===== src/rtl/m9_flush_scheduler.sv =====
// M9 tile line-buffer arbiter: passes blender RMW traffic through while idle and,
// on frame_ready, drains every entry to SD_RAM as RGB565 with waitrequest handshake.
module m9_flush_scheduler #(
  parameter int unsigned ADDR_W = 7,
  parameter int unsigned DEPTH  = 128
) (
  input  logic              clk,
  input  logic              n_rst,
  input  logic              blend_read,
  input  logic              blend_write,
  input  logic [ADDR_W-1:0] blend_addr,
  input  logic [23:0]       blend_wdata,
  output logic [23:0]       blend_rdata,
  output logic              blend_stall,
  input  logic              frame_ready,
  input  logic [31:0]       frame_base,
  output logic [ADDR_W-1:0] m9_raddr,
  output logic [ADDR_W-1:0] m9_waddr,
  output logic              m9_we,
  output logic [23:0]       m9_wdata,
  input  logic [23:0]       m9_rdata,
  output logic              sd_write,
  output logic [15:0]       sd_wdata,
  output logic [31:0]       sd_address,
  input  logic              sd_wait,
  output logic              flush_done
);

  typedef enum logic [2:0] {
    S_IDLE,
    S_RD,
    S_RDW,
    S_WR,
    S_DONE
  } state_t;

  localparam logic [ADDR_W-1:0] LAST = ADDR_W'(DEPTH - 1);

  state_t            r_state;
  state_t            w_next;
  logic [ADDR_W-1:0] r_cnt;
  logic              r_pend;
  logic [31:0]       r_base;
  logic              w_start;
  logic              w_accept;
  logic              w_idle;
  // Read data is returned by the M9 itself; the request strobe carries no extra meaning here.
  logic              w_unused_read;

  assign w_unused_read = blend_read;
  assign w_idle        = (r_state == S_IDLE);
  assign w_start       = w_idle && (frame_ready || r_pend);
  assign w_accept      = (r_state == S_WR) && !sd_wait;

  always_comb begin
    blend_rdata = m9_rdata;
    blend_stall = !w_idle;
    m9_raddr    = w_idle ? blend_addr : r_cnt;
    m9_waddr    = blend_addr;
    m9_we       = w_idle && blend_write;
    m9_wdata    = blend_wdata;
  end

  always_comb begin
    w_next = r_state;
    case (r_state)
      S_IDLE: if (w_start) w_next = S_RD;
      S_RD:   w_next = S_RDW;
      S_RDW:  w_next = S_WR;
      S_WR:   if (w_accept) w_next = (r_cnt == LAST) ? S_DONE : S_RD;
      S_DONE: w_next = S_IDLE;
      default: w_next = S_IDLE;
    endcase
  end

  always_ff @(posedge clk or negedge n_rst) begin
    if (!n_rst) r_state <= S_IDLE;
    else        r_state <= w_next;
  end

  always_ff @(posedge clk or negedge n_rst) begin
    if (!n_rst) begin
      r_cnt      <= '0;
      r_pend     <= 1'b0;
      r_base     <= '0;
      sd_write   <= 1'b0;
      sd_wdata   <= '0;
      sd_address <= '0;
      flush_done <= 1'b0;
    end else begin
      flush_done <= 1'b0;
      // A request arriving mid-flush is remembered once; extra pulses collapse into it.
      if (w_start)
        r_pend <= 1'b0;
      else if (frame_ready)
        r_pend <= 1'b1;
      if (w_start) begin
        r_base <= frame_base;
        r_cnt  <= '0;
      end
      if (r_state == S_RDW) begin
        sd_wdata   <= {m9_rdata[23:19], m9_rdata[15:10], m9_rdata[7:3]};
        sd_address <= r_base + 32'({r_cnt, 1'b0});
        sd_write   <= 1'b1;
      end
      if (w_accept) begin
        sd_write <= 1'b0;
        if (r_cnt == LAST) flush_done <= 1'b1;
        else               r_cnt <= r_cnt + 1'b1;
      end
    end
  end

endmodule


===== config.mk =====
export PLATFORM = sky130hd
export DESIGN_NAME = m9_flush_scheduler
export DESIGN_NICKNAME = d
export VERILOG_FILES = /design/src/rtl/m9_flush_scheduler.sv
export SDC_FILE = /design/constraint.sdc
export NUM_CORES = 1
export LEC_CHECK = 0
export CAP_MARGIN = 20
export CORE_ASPECT_RATIO = 0.8
export CORE_UTILIZATION = 45
export CTS_BUF_LIST = sky130_fd_sc_hd__clkbuf_8 sky130_fd_sc_hd__clkbuf_16
export DETAILED_ROUTE_END_ITERATION = 8
export GPL_TIMING_DRIVEN = 0
export PLACE_DENSITY = 0.8
export SYNTH_ARGS = -nofsm -noshare
export SYNTH_HDL_FRONTEND = slang
export SYNTH_SLANG_ARGS = --single-unit
export TNS_END_PERCENT = 5

===== constraint.sdc =====
create_clock -name clk -period 5.6 [get_ports clk]
set_clock_uncertainty 0.2 [all_clocks]
set_input_delay 0.56 -clock clk [delete_from_list [all_inputs] [get_ports clk]]
set_output_delay 0.56 -clock clk [all_outputs]
set_load 0.02 [all_outputs]

# Word level (Yosys, flattened, before mapping)
# Cells that the tools add are included.
[classes]
reduce_logical = 10
add_sub_neg = 2
eq_ne = 6
mux = 14
[op_table]
columns = ["operator", "n"]
rows = [
  ["32-bit by 8-bit adder with 32-bit output", 1],
  ["7-bit two-way mux", 4],
  ["3-bit one-hot mux with 4 select lines", 1],
  ["3-bit two-way mux", 3],
  ["7-bit by 1-bit adder with 7-bit output, second input constant", 1],
  ["7-bit equality test, second input constant", 1],
  ["3-bit by 2-bit equality test with 1-bit output, second input constant", 2],
  ["1-bit two-way mux", 6],
  ["2-bit != test, second input constant", 2],
  ["2-bit nonzero test", 2],
  ["3-bit by 1-bit equality test with 1-bit output, second input constant", 1],
  ["1-bit logical AND", 3],
  ["3-bit zero test", 1],
  ["1-bit zero test", 2],
  ["2-bit AND reduction", 1],
  ["1-bit logical OR", 1],
]
[totals]
regBits = 93
inputBits = 93
wordCells = 40

# Longest topological paths before layout
# Gate-level depths: netlist of run 1.
[depth]
word_depth = 5
depth_mapped = 9

# Worst setup path before layout of run 1
# Ideal clock, no wire load.
[synth_path]
kind = "reg2reg"
from = "register r_cnt[0]"
to = "register sd_address[17]"
slack_ps = 2987
n_path_buf = 2
period_less_slack_ps = 2613
stages_incl_launch_ff = 10
arrival_time_ps = 2286
required_time_ps = 5273
cell_sequence = "dfrtp_1 ha_1 fa_1 a21o_1 a21oi_1 o221a_2 buf_2 buf_2 mux2i_1 nand3_1"
[synth_via]
elab_chain_cells = 1
[synth_lines]
columns = ["item", "line", "text"]
rows = [
  ["from (decl)", "41", "logic [ADDR_W-1:0] r_cnt;"],
  ["from (signal assigned)", "109", "else r_cnt <= r_cnt + 1'b1;"],
  ["32-bit by 8-bit adder with 32-bit output", "103", "sd_address <= r_base + 32'({r_cnt, 1'b0});"],
  ["to (signal assigned)", "103", ""],
  ["to (decl)", "24", "output logic [31:0] sd_address,"],
]
# Every way passes these cells.
# A chain may end at the register's enable or synchronous reset.

# Worst setup path in the final report of run 1
[layout_path]
from = "register r_cnt[0]"
to = "register sd_address[21]"
# The elaborated chain is that of the path after synthesis.

==> results.md, run 1 <==
Run status:
- The flow ran to the end, and the final reports show no timing, DRC or antenna violations.

Worst setup path:
- The minimum setup slack among reg-to-reg paths is between 2000 and 3000 ps.
- The startpoint type of the worst setup path is a flip-flop.
- At the worst endpoint, the arrival time is approximately 3100 ps.
- In this run the worst path has a maximum fanout of 10.
- The endpoint type of the worst setup path is a flip-flop.
- The data required time of the worst path is between 5000 and 6000 ps.
- The critical path class is reg2reg.

Power:
- Summed over all cells, the static leakage comes to roughly 3.3 nW.
- The worst-case vdd ir drop is around 320 uV.
- Dividing total power by cell area gives a power density of about 500 mW/mm^2.

Floorplanning:
- 207 I/O pins were placed.
- After floorplanning, the core was sized to cover around 0.010 sq mm.
- In this run the horizontal extent of the chip is approximately 120 um.
- The die covers around 0.011 sq mm.
- The starting utilization of the core area is roughly 47%.
- The floorplan step set the die height to 95.13 um.
- The initialized floorplan defines 33 standard-cell rows.

Yosys:
- When the netlist entered floorplanning its net count stood at between 600 and 700.
- The number of enable flip-flop cells after synthesis is 0.
- The netlist area before placement is around 0.0049 sq mm.
- The synthesized area divided by synthesized cell count is about 8.6 sq um.
- The flip-flop cell with the highest count after synthesis is sky130_fd_sc_hd__dfrtp_1.
- The fraction of synthesis flops using an asynchronous set or reset pin is 100.0%.
- For this run, the number of Yosys warnings is 0.
- The post-synthesis sequential area ratio is a little under half.
- The flop and latch count out of synthesis is a little over 90.
- In this run, distinct cell masters in the synthesized netlist total 50.
- The post-synthesis instance total is 570.

Clock network:
- The post-CTS setup repair buffer count is 0.
- The clock latency on the worst-skew pair is 340 ps.
- The cell at the root of the clock tree is sky130_fd_sc_hd__clkbuf_16.
- The total CTS buffers is 9.
- Clock tree synthesis found a total of 93 sinks.
- In this run the number of H-tree levels came out at 3.
- The clock tree from TritonCTS is done.
- Buffers inserted to repair hold after CTS numbered 1.
- The number of buffers on the longest clock path is 2.
- The number of resized instances in the post-cts repair step is 0.
- After clock tree synthesis, the clock-pin slew on the worst setup and hold paths is around 60 ps.

Placement:
- Buffers placed on the I/O ports in this run total between 150 and 200.
- The placed instance count is ~880.
- The wire-length estimate of the detail-placed layout is between 9000 and 10,000 um.
- The final weighted congestion in routability-driven placement is 0.8451.
- The placed cell area is 0.006810 sq mm.

STA:
- At the pin with the least slew margin, the transition time is 556.7 ps.
- Based on the critical path, the design can be clocked at up to about 330 MHz.
- The number of setup violations in the final report is 0.
- The hold violation count in the final report came to 0.
- Setup repair after global routing left no endpoint under its margin.
- For the final routed database, the setup TNS stands at 0 ps.
- The final number of max-transition violations was 0.
- The post-layout minimum cycle time is 3026 ps.
- The relative max-transition margin is between 60 and 70%.
- The portion of the clock cycle consumed by the worst path in the final layout is roughly 54%.

GRT:
- The via count of the first global-routing pass is approximately 4,500.
- The global routing usage summed across all routing layers is 23.98%.
- The maximum number of pins on one net before global-route repair is a little under 70.
- The wire length of the first global-routing pass is roughly 21,000 um.
- The overflow left after global routing is 0.
- The initial antenna violation count is 0.

Route:
- Using the TritonRoute via totals, the vias-per-cell ratio works out to 5.128.
- The number of optimization iterations in the first detailed-route pass is 5.
- The count of vias placed by the detailed router is 4,620.
- The final layout contains routed wiring with a total length of between 10,000 and 15,000 um.
- The detail route stage leaves a number of antenna-violating nets equal to 0.
- Dividing the detail-routed wire length by the instance count gives around 15 um.
- The number of DRC markers in iteration 0 is between 200 and 300.
- For this run, design rule violations remaining after detail routing come to 0.

Cells and area:
- The library cell used most frequently in the layout, excluding fill and tap cells, is sky130_fd_sc_hd__nand2_1.
- After the flow finishes, the layout carries non-filler instances totaling 901.
- The area growth from synthesis to layout is 45.91%.
- The count of inserted antenna diode cells is 0.
- The area used by multi-input combinational logic is approximately 0.0020 sq mm.
- The filler cell count is between 800 and 900.
- In the layout the commonest cells are sky130_fd_sc_hd__nand2_1, sky130_fd_sc_hd__clkdlybuf4s50_1, sky130_fd_sc_hd__dfrtp_1, sky130_fd_sc_hd__buf_4, sky130_fd_sc_hd__nor2_1.
- With fillers left out, the area of the finished cells amounts to between 0.007 and 0.008 sq mm.
- The final net count is between 800 and 900.
- The area taken by flip-flops and latches is ~0.0023 sq mm.
- The share of cells above drive strength 1 is 11.17%.

Run:
- Across the run, the number of max-cap violations was 0.

Min path:
- The path class of the lowest-slack min-delay path is reg2reg.
registers in the layout, summed over array words and instances, names as in the netlist:
signal      cells
r_pend          1
sd_address     32
sd_wdata       16
r_cnt           7
r_state         3
flush_done      1
r_base         32
sd_write        1
power by group:
part           internal, mW  switching (mW)  total (mW)
Combinational         0.715           0.907        1.62
Sequential            0.975           0.279        1.25
Clock                 0.347           0.263       0.611
Total                  2.04            1.45        3.49
worst paths after layout:
kind / depth (start not counted) / end / startpoint
worst max-delay path: 9 / sd_address[21] / r_cnt[0]
worst min-delay path: 2 / sd_wdata[7] / sd_wdata[7]
worst max register to register: 9 / sd_address[21] / r_cnt[0]
worst min register to register: 2 / sd_wdata[7] / sd_wdata[7]
max in group asynchronous: 3 / sd_wdata[4] / n_rst
min in group asynchronous: 2 / r_base[5] / n_rst
worst max-delay path: stages, from the launching register on:
cell and delay, ps:
sky130_fd_sc_hd__dfrtp_1 440, sky130_fd_sc_hd__ha_1 270, sky130_fd_sc_hd__fa_1 430, sky130_fd_sc_hd__a21o_1 200
sky130_fd_sc_hd__a21oi_1 270, sky130_fd_sc_hd__o221a_2 290, sky130_fd_sc_hd__buf_2 200, sky130_fd_sc_hd__buf_2 290
sky130_fd_sc_hd__o21ai_0 140, sky130_fd_sc_hd__a31oi_1 200
kinds of logic after synthesis:
| kind of cell | count (synthesis) | synth area share, % |
|---|---|---|
| muxes | 5 | 1.026 |
| DFF | 93 | 47.70 |
| and+or+nand+nor | 299 | 26.88 |
| buffers and inverters | 84 | 10.93 |
| AOI/OAI and AO/OA | 65 | 8.309 |
| adders and majority gates | 9 | 2.462 |
| xor gates and xnor gates | 15 | 2.693 |
cells in the mapped netlist (all sizes together) (7+ instances only):
| cell type | number | area, sq um |
|---|---|---|
| nand3 | 15 | 75.07 |
| o21ai | 27 | 135.1 |
| buf | 60 | 442.9 |
| dfrtp | 93 | 2327 |
| nand2 | 204 | 768.2 |
| clkbuf | 17 | 63.81 |
| nand4 | 13 | 87.58 |
| xor2 | 9 | 78.83 |
| or4 | 7 | 52.55 |
| o31ai | 7 | 52.55 |
| ha | 8 | 100.1 |
| a31oi | 11 | 68.82 |
| nor2 | 28 | 105.1 |
cell type report:
cell class	instances	share of cell area (%)
Clock inverter	7	1.020
Buffer	77	7.119
Inverter	7	0.3691
Clock buffer	9	3.164
Tap cell	140	2.461
Sequential cell	93	32.69
Multi-Input combinational cell	393	28.35
Timing Repair Buffer	175	24.82
per-stage QoR:
| step | utilization, % | total power, mW | hold WS (ps) | worst slack (ps) |
|---|---|---|---|---|
| finish | 68.41 | 3.487 | 273.8 | 2574 |
| global placement | 65.21 | 2.800 | 256.2 | 480.9 |
| floorplan | - | 2.133 | 64.41 | 2987 |
| CTS | 68.41 | 3.494 | 274.4 | 2588 |
| global route | 68.41 | 3.720 | 302.8 | 2381 |
| detailed placement | 65.45 | 2.871 | 262.2 | 2625 |
per-layer routing:
layer	wire, um	up-vias	track usage, %	share of wire, %
met5	0	-	0	0
met4	160	0	6.857	1.2
met3	1061	25	6.519	8.1
met2	6310	209	41.32	48
met1	5615	2165	29.93	43
li1	-	2221	-	-
Note: power is estimated with default switching activity, not from simulation.
==> inputs of run 2 (changes only) <==
Settings changed: CORE_UTILIZATION 45 to 39, PLACE_DENSITY 0.8 to 0.73.
Clock period 5.6 ns to 2.44 ns, I/O delays scaled along.
==> results.md, run 2 (synthesis results as in run 1) <==
Run:
- The max-cap violation count is 0 (unchanged).

Worst setup path:
- The largest fanout of any net on the critical path is 5 (was 10).
- The data required time of the worst path is 2470 ps (was 5650 ps).
- The endpoint type of the worst setup path is a flip-flop (unchanged).
- The startpoint type of the worst setup path is a flip-flop (unchanged).
- The critical path class is reg2reg (unchanged).
- The critical path arrival came to 2470 ps (was 3080 ps).

Route:
- The final wirelength was 13,630 um (was 13,150 um).
- The number of optimization iterations in the first detailed-route pass was 8 (was 5).
- The per-cell routed wire length is 14.48 um (was 14.59 um).
- The count of vias placed by the detailed router came to 4,673 (was 4,620).
- The number of DRC markers in iteration 0 is 348 (was 276).
- The vias per cell is 4.966 (was 5.128).
- The number of nets with antenna violations after detailed routing was 0 (unchanged).
- The number of DRC violations after detailed routing was 0 (unchanged).

STA:
- The hold violation count in the final report is 0 (unchanged).
- The number of setup violations in the final report is 1 (was 0).
- The worst setup slack after layout is -6.094 ps (was 2574 ps).
- The final number of max-transition violations was 0 (unchanged).
- The post-layout minimum cycle time is 2446 ps (was 3026 ps).
- The relative max-transition margin is 55.85% (was 62.39%).
- The top achievable clock speed is 408.8 MHz (was 330.5 MHz).
- The final total negative setup slack is -6.094 ps (was 0 ps).
- The transition time at the pin with the least slew margin is 653.7 ps (was 556.7 ps).
- The portion of the clock cycle consumed by the worst path in the final layout came to 100.2% (was 54.03%).
- RSZ-0062 raised after global routing: yes (was no).

Cells and area:
- The post-route standard cell area excluding fillers is 0.007375 sq mm (was 0.007118 sq mm).
- Top Registers: r_base x32, sd_address x32, sd_wdata x16 (unchanged).
- Commonest cells after routing, fill and taps aside: sky130_fd_sc_hd__nand2_1, sky130_fd_sc_hd__clkdlybuf4s50_1, sky130_fd_sc_hd__dfrtp_1, sky130_fd_sc_hd__buf_4, sky130_fd_sc_hd__nor2_1 (unchanged).
- The post-route non-filler standard cell count was 941 (was 901).
- The final net count is 867 (was 858).
- The filler cell count came to 1,065 (was 868).
- The leading cell type in the layout, fill and taps excluded is sky130_fd_sc_hd__nand2_1 (unchanged).
- The signed area change from the synthesized netlist to the final layout is 51.17% (was 45.91%).
- The share of cells above drive strength 1 is 14.16% (was 11.17%).
- The final core utilization is 60.41% (was 68.41%).
- The count of inserted antenna diode cells is 0 (unchanged).

Run status:
- The checks that failed: setup timing.
- Run status: complete, but fails checks (was complete, no violations).

Clock network:
- The clock tree from TritonCTS was done (unchanged).
- The clock latency on the worst-skew pair was 340 ps (about the same).
- The number of levels in the clock H-tree was 3 (unchanged).
- The clock transition time at the flip-flop clock pins of the worst setup and hold paths came to 70 ps (was 60 ps).
- The total CTS buffers was 9 (unchanged).
- The number of buffers on the longest clock path is 2 (unchanged).
- The count of clock tree sinks was 93 (unchanged).
- The cell at the root of the clock tree is sky130_fd_sc_hd__clkbuf_16 (unchanged).

GRT:
- The via count of the first global-routing pass is 4,541 (was 4,467).
- The wire length of the first global-routing pass is 21,650 um (was 21,240 um).
- The maximum number of pins on one net before global-route repair is 48 (was 69).
- The overflow left after global routing is 0 (unchanged).
- The global routing usage summed across all routing layers came to 21.30% (was 23.98%).
- The initial antenna violation count is 0 (unchanged).

Floorplanning:
- The standard cell core area is 0.01221 sq mm (was 0.01041 sq mm).
- The die span in y is 102.0 um (was 95.13 um).
- The area enclosed by the die boundary is 0.01296 sq mm (was 0.01126 sq mm).
- The number of ports placed on the die boundary came to 207 (unchanged).
- The die outline width came to 127.0 um (was 118.4 um).
- The starting utilization of the core area is 39.97% (was 46.89%).
- The number of placement rows is 36 (was 33).

Power:
- The worst-case vdd ir drop is 531.7 uV (was 320.9 uV).
- The static leakage is 3.385 nW (was 3.258 nW).
- The power per cell area is 1109 mW/mm^2 (was 489.9 mW/mm^2).

Placement:
- The final weighted congestion in routability-driven placement is 0.9043 (was 0.8451).
- The post-detailed-placement half-perimeter wirelength is 10,110 um (was 9974 um).
- The placed cell area was 0.006864 sq mm (was 0.006810 sq mm).
- The count of port buffers added during placement was 173 (unchanged).
- The placed instance count is 915 (was 884).

Min path:
- The path class of the lowest-slack min-delay path is in2reg (was reg2reg).
## run 2: cell count changes in the layout (fill, tap and decap cells not counted), moves of 3 or more
cell / before / now
sky130_fd_sc_hd__ha_4: 0 / 4
sky130_fd_sc_hd__clkdlybuf4s50_1: 172 / 164
sky130_fd_sc_hd__dfrtp_1: 93 / 90
sky130_fd_sc_hd__buf_4: 56 / 63
sky130_fd_sc_hd__dlygate4sd2_1: 0 / 8
sky130_fd_sc_hd__ha_1: 8 / 4
sky130_fd_sc_hd__dfrtp_2: 0 / 3
## run 2: where the power goes
| part | leakage [nW] | internal (mW) | switching (mW) |
|---|---|---|---|
| Sequential | 1.15 | 2.24 | 0.650 |
| Clock | 0.153 | 0.831 | 0.608 |
| Combinational | 2.08 | 1.72 | 2.13 |
## run 2: worst max-delay path: stages (launching register included)
cell and delay [ps]:
sky130_fd_sc_hd__dfrtp_2 430, sky130_fd_sc_hd__ha_4 170, sky130_fd_sc_hd__fa_2 370, sky130_fd_sc_hd__a21o_1 180
sky130_fd_sc_hd__a21oi_2 180, sky130_fd_sc_hd__o221a_4 270, sky130_fd_sc_hd__buf_8 130, sky130_fd_sc_hd__buf_8 120
sky130_fd_sc_hd__mux2i_1 180, sky130_fd_sc_hd__nand3_1 100
## run 2: final cells by class
cell class                 count  area, sq um  area share [%]
sequential                    93         2331           31.61
clock buffer                  10        239.0           3.241
multi-input combinational    393         2103           28.52
tap                          171        214.0           2.901
buffer                        77        530.5           7.194
inverter                       7        27.53          0.3733
timing repair buffer         184         1859           25.21
clock inverter                 6        70.07          0.9501
## run 2: worst paths after layout
kind | endpoint | slack, ps | startpoint | depth (start not counted)
min in group asynchronous | sd_address[26] | 270 | n_rst | 2
worst min register to register | sd_address[0] | 270 | r_base[0] | 2
worst min-delay path | r_base[14] | 220 | frame_base[14] | 3
worst max-delay path | sd_address[17] | -6 | r_cnt[0] | 9
worst max register to register | sd_address[17] | -6 | r_cnt[0] | 9
max in group asynchronous | r_cnt[0] | 1110 | n_rst | 3
## run 2: through the flow
step	hold slack, ps	power [mW]	worst slack (ps)
floorplan	-251.6	4.905	28.50
global placement	254.6	6.470	-2426
detailed placement	100.1	6.613	-294.2
CTS	219.6	8.139	-19.63
global route	224.9	8.773	-100.3
finish	221.9	8.176	-6.094
## run 2: routing by layer
metal / wire (um) / share of wire, % / global-route usage (%)
met5: 0 / 0 / 0
met3: 1091 / 8.0 / 6.178
met1: 5636 / 41 / 26.19
met2: 6730 / 49 / 37.19
met4: 168 / 1.2 / 5.311
## run 2: repair_timing
| action | 4_1_cts | 5_1_grt |
|---|---|---|
| gates resized for setup | 20 | 9 |
| cloned | 0 | 2 |
| setup endpoints to repair | 27 | 31 |
| pin swaps | 4 | 7 |
| hold buffers | 1 | 0 |
| buffers inserted | 4 | 3 |
| hold endpoints to repair | 46 | 0 |
==> inputs of run 3 (changes only) <==
Settings changed: CORE_ASPECT_RATIO 0.8 to 0.75.
==> results.md, run 3 (synthesis results as in run 1) <==
Cells and area:
- The leading cell type in the layout, fill and taps excluded is sky130_fd_sc_hd__nand2_1 (unchanged).
- The post-route non-filler standard cell count is 930 (was 941).
- Commonest cells after routing, fill and taps aside: sky130_fd_sc_hd__nand2_1, sky130_fd_sc_hd__clkdlybuf4s50_1, sky130_fd_sc_hd__dfrtp_1, sky130_fd_sc_hd__buf_4, sky130_fd_sc_hd__nor2_1 (unchanged).
- The post-route standard cell area excluding fillers is 0.007296 sq mm (was 0.007375 sq mm).
- The final core utilization came to 61.47% (was 60.41%).
- The filler cell count was 1,001 (was 1,065).
- The share of cells above drive strength 1 came to 13.54% (was 14.16%).
- The signed area change from the synthesized netlist to the final layout is 49.55% (was 51.17%).
- The final net count is 866 (was 867).
- Top Registers: r_base x32, sd_address x32, sd_wdata x16 (unchanged).
- The count of inserted antenna diode cells was 0 (unchanged).

Clock network:
- The number of buffers on the longest clock path is 2 (unchanged).
- The count of clock tree sinks is 93 (unchanged).
- The number of levels in the clock H-tree came to 3 (unchanged).
- The cell at the root of the clock tree is sky130_fd_sc_hd__clkbuf_16 (unchanged).
- The clock latency on the worst-skew pair is 340 ps (about the same).
- The clock tree from TritonCTS is done (unchanged).
- The clock transition time at the flip-flop clock pins of the worst setup and hold paths came to 60 ps (was 70 ps).
- The total CTS buffers is 9 (unchanged).

Worst setup path:
- The critical path class is reg2reg (unchanged).
- The data required time of the worst path is 2460 ps (was 2470 ps).
- The largest fanout of any net on the critical path is 9 (was 5).
- The cell depth of the worst flop-to-flop path is 9 (unchanged).
- The startpoint type of the worst setup path is a flip-flop (unchanged).
- The startpoint of the worst-slack reg-to-reg timing path was r_cnt[0] (unchanged).
- The endpoint type of the worst setup path is a flip-flop (unchanged).
- The minimum setup slack among reg-to-reg paths is -20 ps (was -6 ps).
- The reg-to-reg endpoint is sd_address[17] (unchanged).
- The critical path arrival is 2480 ps (was 2470 ps).

STA:
- The worst setup slack after layout was -22.74 ps (was -6.094 ps).
- The post-route worst hold slack is 222.4 ps (was 221.9 ps).
- The hold violation count in the final report was 0 (unchanged).
- The relative max-transition margin is 55.94% (was 55.85%).
- The final number of max-transition violations is 0 (unchanged).
- RSZ-0062 raised after global routing: yes (unchanged).
- The post-layout minimum cycle time came to 2463 ps (was 2446 ps).
- The top achievable clock speed is 406.1 MHz (was 408.8 MHz).
- The transition time at the pin with the least slew margin came to 652.3 ps (was 653.7 ps).
- The final total negative setup slack came to -22.83 ps (was -6.094 ps).
- The portion of the clock cycle consumed by the worst path in the final layout was 100.9% (was 100.2%).
- The number of setup violations in the final report was 2 (was 1).

Power:
- The logic gate share of total power is 48.4% (was 47.0%).
- The part of the power in registers was 35.9% (was 35.4%).
- The share of power burned in the clock network is 15.7% (was 17.6%).
- The worst-case vdd ir drop is 582.5 uV (was 531.7 uV).
- The internal power is 4.649 mW (was 4.790 mW).
- The net load switching power is 3.351 mW (was 3.385 mW).
- The switching share of total power is 41.89% (was 41.41%).
- The power per cell area came to 1097 mW/mm^2 (was 1109 mW/mm^2).
- The static leakage is 3.368 nW (was 3.385 nW).

Floorplanning:
- The area enclosed by the die boundary was 0.01297 sq mm (was 0.01296 sq mm).
- The standard cell core area is 0.01187 sq mm (was 0.01221 sq mm).
- The die span in y was 98.86 um (was 102.0 um).
- The number of placement rows is 34 (was 36).
- The die outline width was 131.1 um (was 127.0 um).
- The starting utilization of the core area is 41.10% (was 39.97%).
- The number of ports placed on the die boundary is 207 (unchanged).

Route:
- The final wirelength is 13,880 um (was 13,630 um).
- The per-cell routed wire length is 14.92 um (was 14.48 um).
- The number of DRC violations after detailed routing came to 0 (unchanged).
- The count of vias placed by the detailed router is 4,585 (was 4,673).
- The number of nets with antenna violations after detailed routing came to 0 (unchanged).
- The vias per cell is 4.930 (was 4.966).
- The number of DRC markers in iteration 0 was 209 (was 348).
- The number of optimization iterations in the first detailed-route pass is 5 (was 8).

GRT:
- The initial antenna violation count is 0 (unchanged).
- The maximum number of pins on one net before global-route repair is 57 (was 48).
- The overflow left after global routing came to 0 (unchanged).
- The via count of the first global-routing pass is 4,592 (was 4,541).
- The met2 track demand over resource is 36.78% (was 37.19%).
- The global routing usage summed across all routing layers came to 22.38% (was 21.30%).
- The wire length of the first global-routing pass is 23,100 um (was 21,650 um).
- The global-route track usage on met1 came to 28.93% (was 26.19%).
- The fraction of met3 tracks used by global routing is 6.379% (was 6.178%).
- The busiest layer in global routing was met2 (unchanged).

Placement:
- The count of port buffers added during placement is 173 (unchanged).
- The placed instance count came to 906 (was 915).
- The post-detailed-placement half-perimeter wirelength is 10,400 um (was 10,110 um).
- The final weighted congestion in routability-driven placement is 0.8390 (was 0.9043).
- The placed cell area is 0.006853 sq mm (was 0.006864 sq mm).

Min path:
- The path class of the lowest-slack min-delay path is in2async (was in2reg).

Run status:
- Failing checks: setup timing (unchanged).
- Run status: complete, but fails checks (unchanged).

Run:
- The max-cap violation count is 0 (unchanged).
[run 3: cell types whose count changed in the layout (fill, tap and decap cells not counted), sizes merged]
cell and change:
bufinv -1, clkbuf -1, clkinv -1, dlygate4sd2 -1
dlymetal6s2s +1, inv +1
[run 3: worst max-delay path by stage]
stage,depth (start not counted),start,end,slack (ps)
floorplan,9,r_cnt[0],sd_address[17],30
global placement,1,n_rst,sd_wdata[4],-2500
detailed placement,6,r_cnt[4],sd_address[26],-410
CTS,9,r_base[1],sd_address[17],-50
global route,9,r_base[1],sd_address[13],-120
finish,9,r_cnt[0],sd_address[17],-20
[run 3: metrics by stage]
step	worst slack, ps	total power, mW
after floorplan	28.50	4.905
after global placement	-2497	6.504
after detailed placement	-409.9	6.635
after CTS	-51.27	7.966
after global routing	-115.3	8.586
final	-22.74	8.000
[run 3: worst max-delay path, stage by stage, from the launching register on]
cell,delay (ps)
sky130_fd_sc_hd__dfrtp_1,410
sky130_fd_sc_hd__ha_4,190
sky130_fd_sc_hd__fa_2,350
sky130_fd_sc_hd__a21o_1,190
sky130_fd_sc_hd__a21oi_2,190
sky130_fd_sc_hd__o221a_2,250
sky130_fd_sc_hd__buf_6,160
sky130_fd_sc_hd__buf_12,130
sky130_fd_sc_hd__mux2i_1,180
sky130_fd_sc_hd__nand3_1,90
[run 3: cell type report]
class	instances	area, sq um	area share (%)
clock buffers	10	239.0	3.276
well taps	162	202.7	2.778
inverters	7	27.53	0.3773
clock inverters	5	21.27	0.2915
repair buffers	183	1838	25.19
multi-input cells	393	2107	28.88
flip-flops and latches	93	2327	31.90
plain buffers	77	533.0	7.306
[run 3: metal layers]
| metal | vias to the layer above | wire (um) |
|---|---|---|
| li1 | 2235 | - |
| met1 | 2161 | 6066 |
| met2 | 168 | 6599 |
| met3 | 21 | 963 |
| met4 | 0 | 251 |
| met5 | - | 0 |
[run 3: what timing repair did]
| action | in CTS | in global routing |
|---|---|---|
| hold buffers | 1 | 0 |
| hold endpoints to repair | 37 | 0 |
| buffers inserted | 3 | 4 |
| pin swaps | 7 | 7 |
| endpoints found under the setup margin | 36 | 39 |
| resized for setup | 20 | 11 |
| gates cloned | 0 | 1 |
[run 3: power by group through the flow]
stage	Combinational [mW]	Clock [mW]	Sequential, mW
global route	4.26	1.34	2.98
finish	3.87	1.26	2.87
global placement	3.67	0	2.83
CTS	3.83	1.28	2.85
detailed placement	3.77	0	2.86
floorplan	1.72	0	3.19
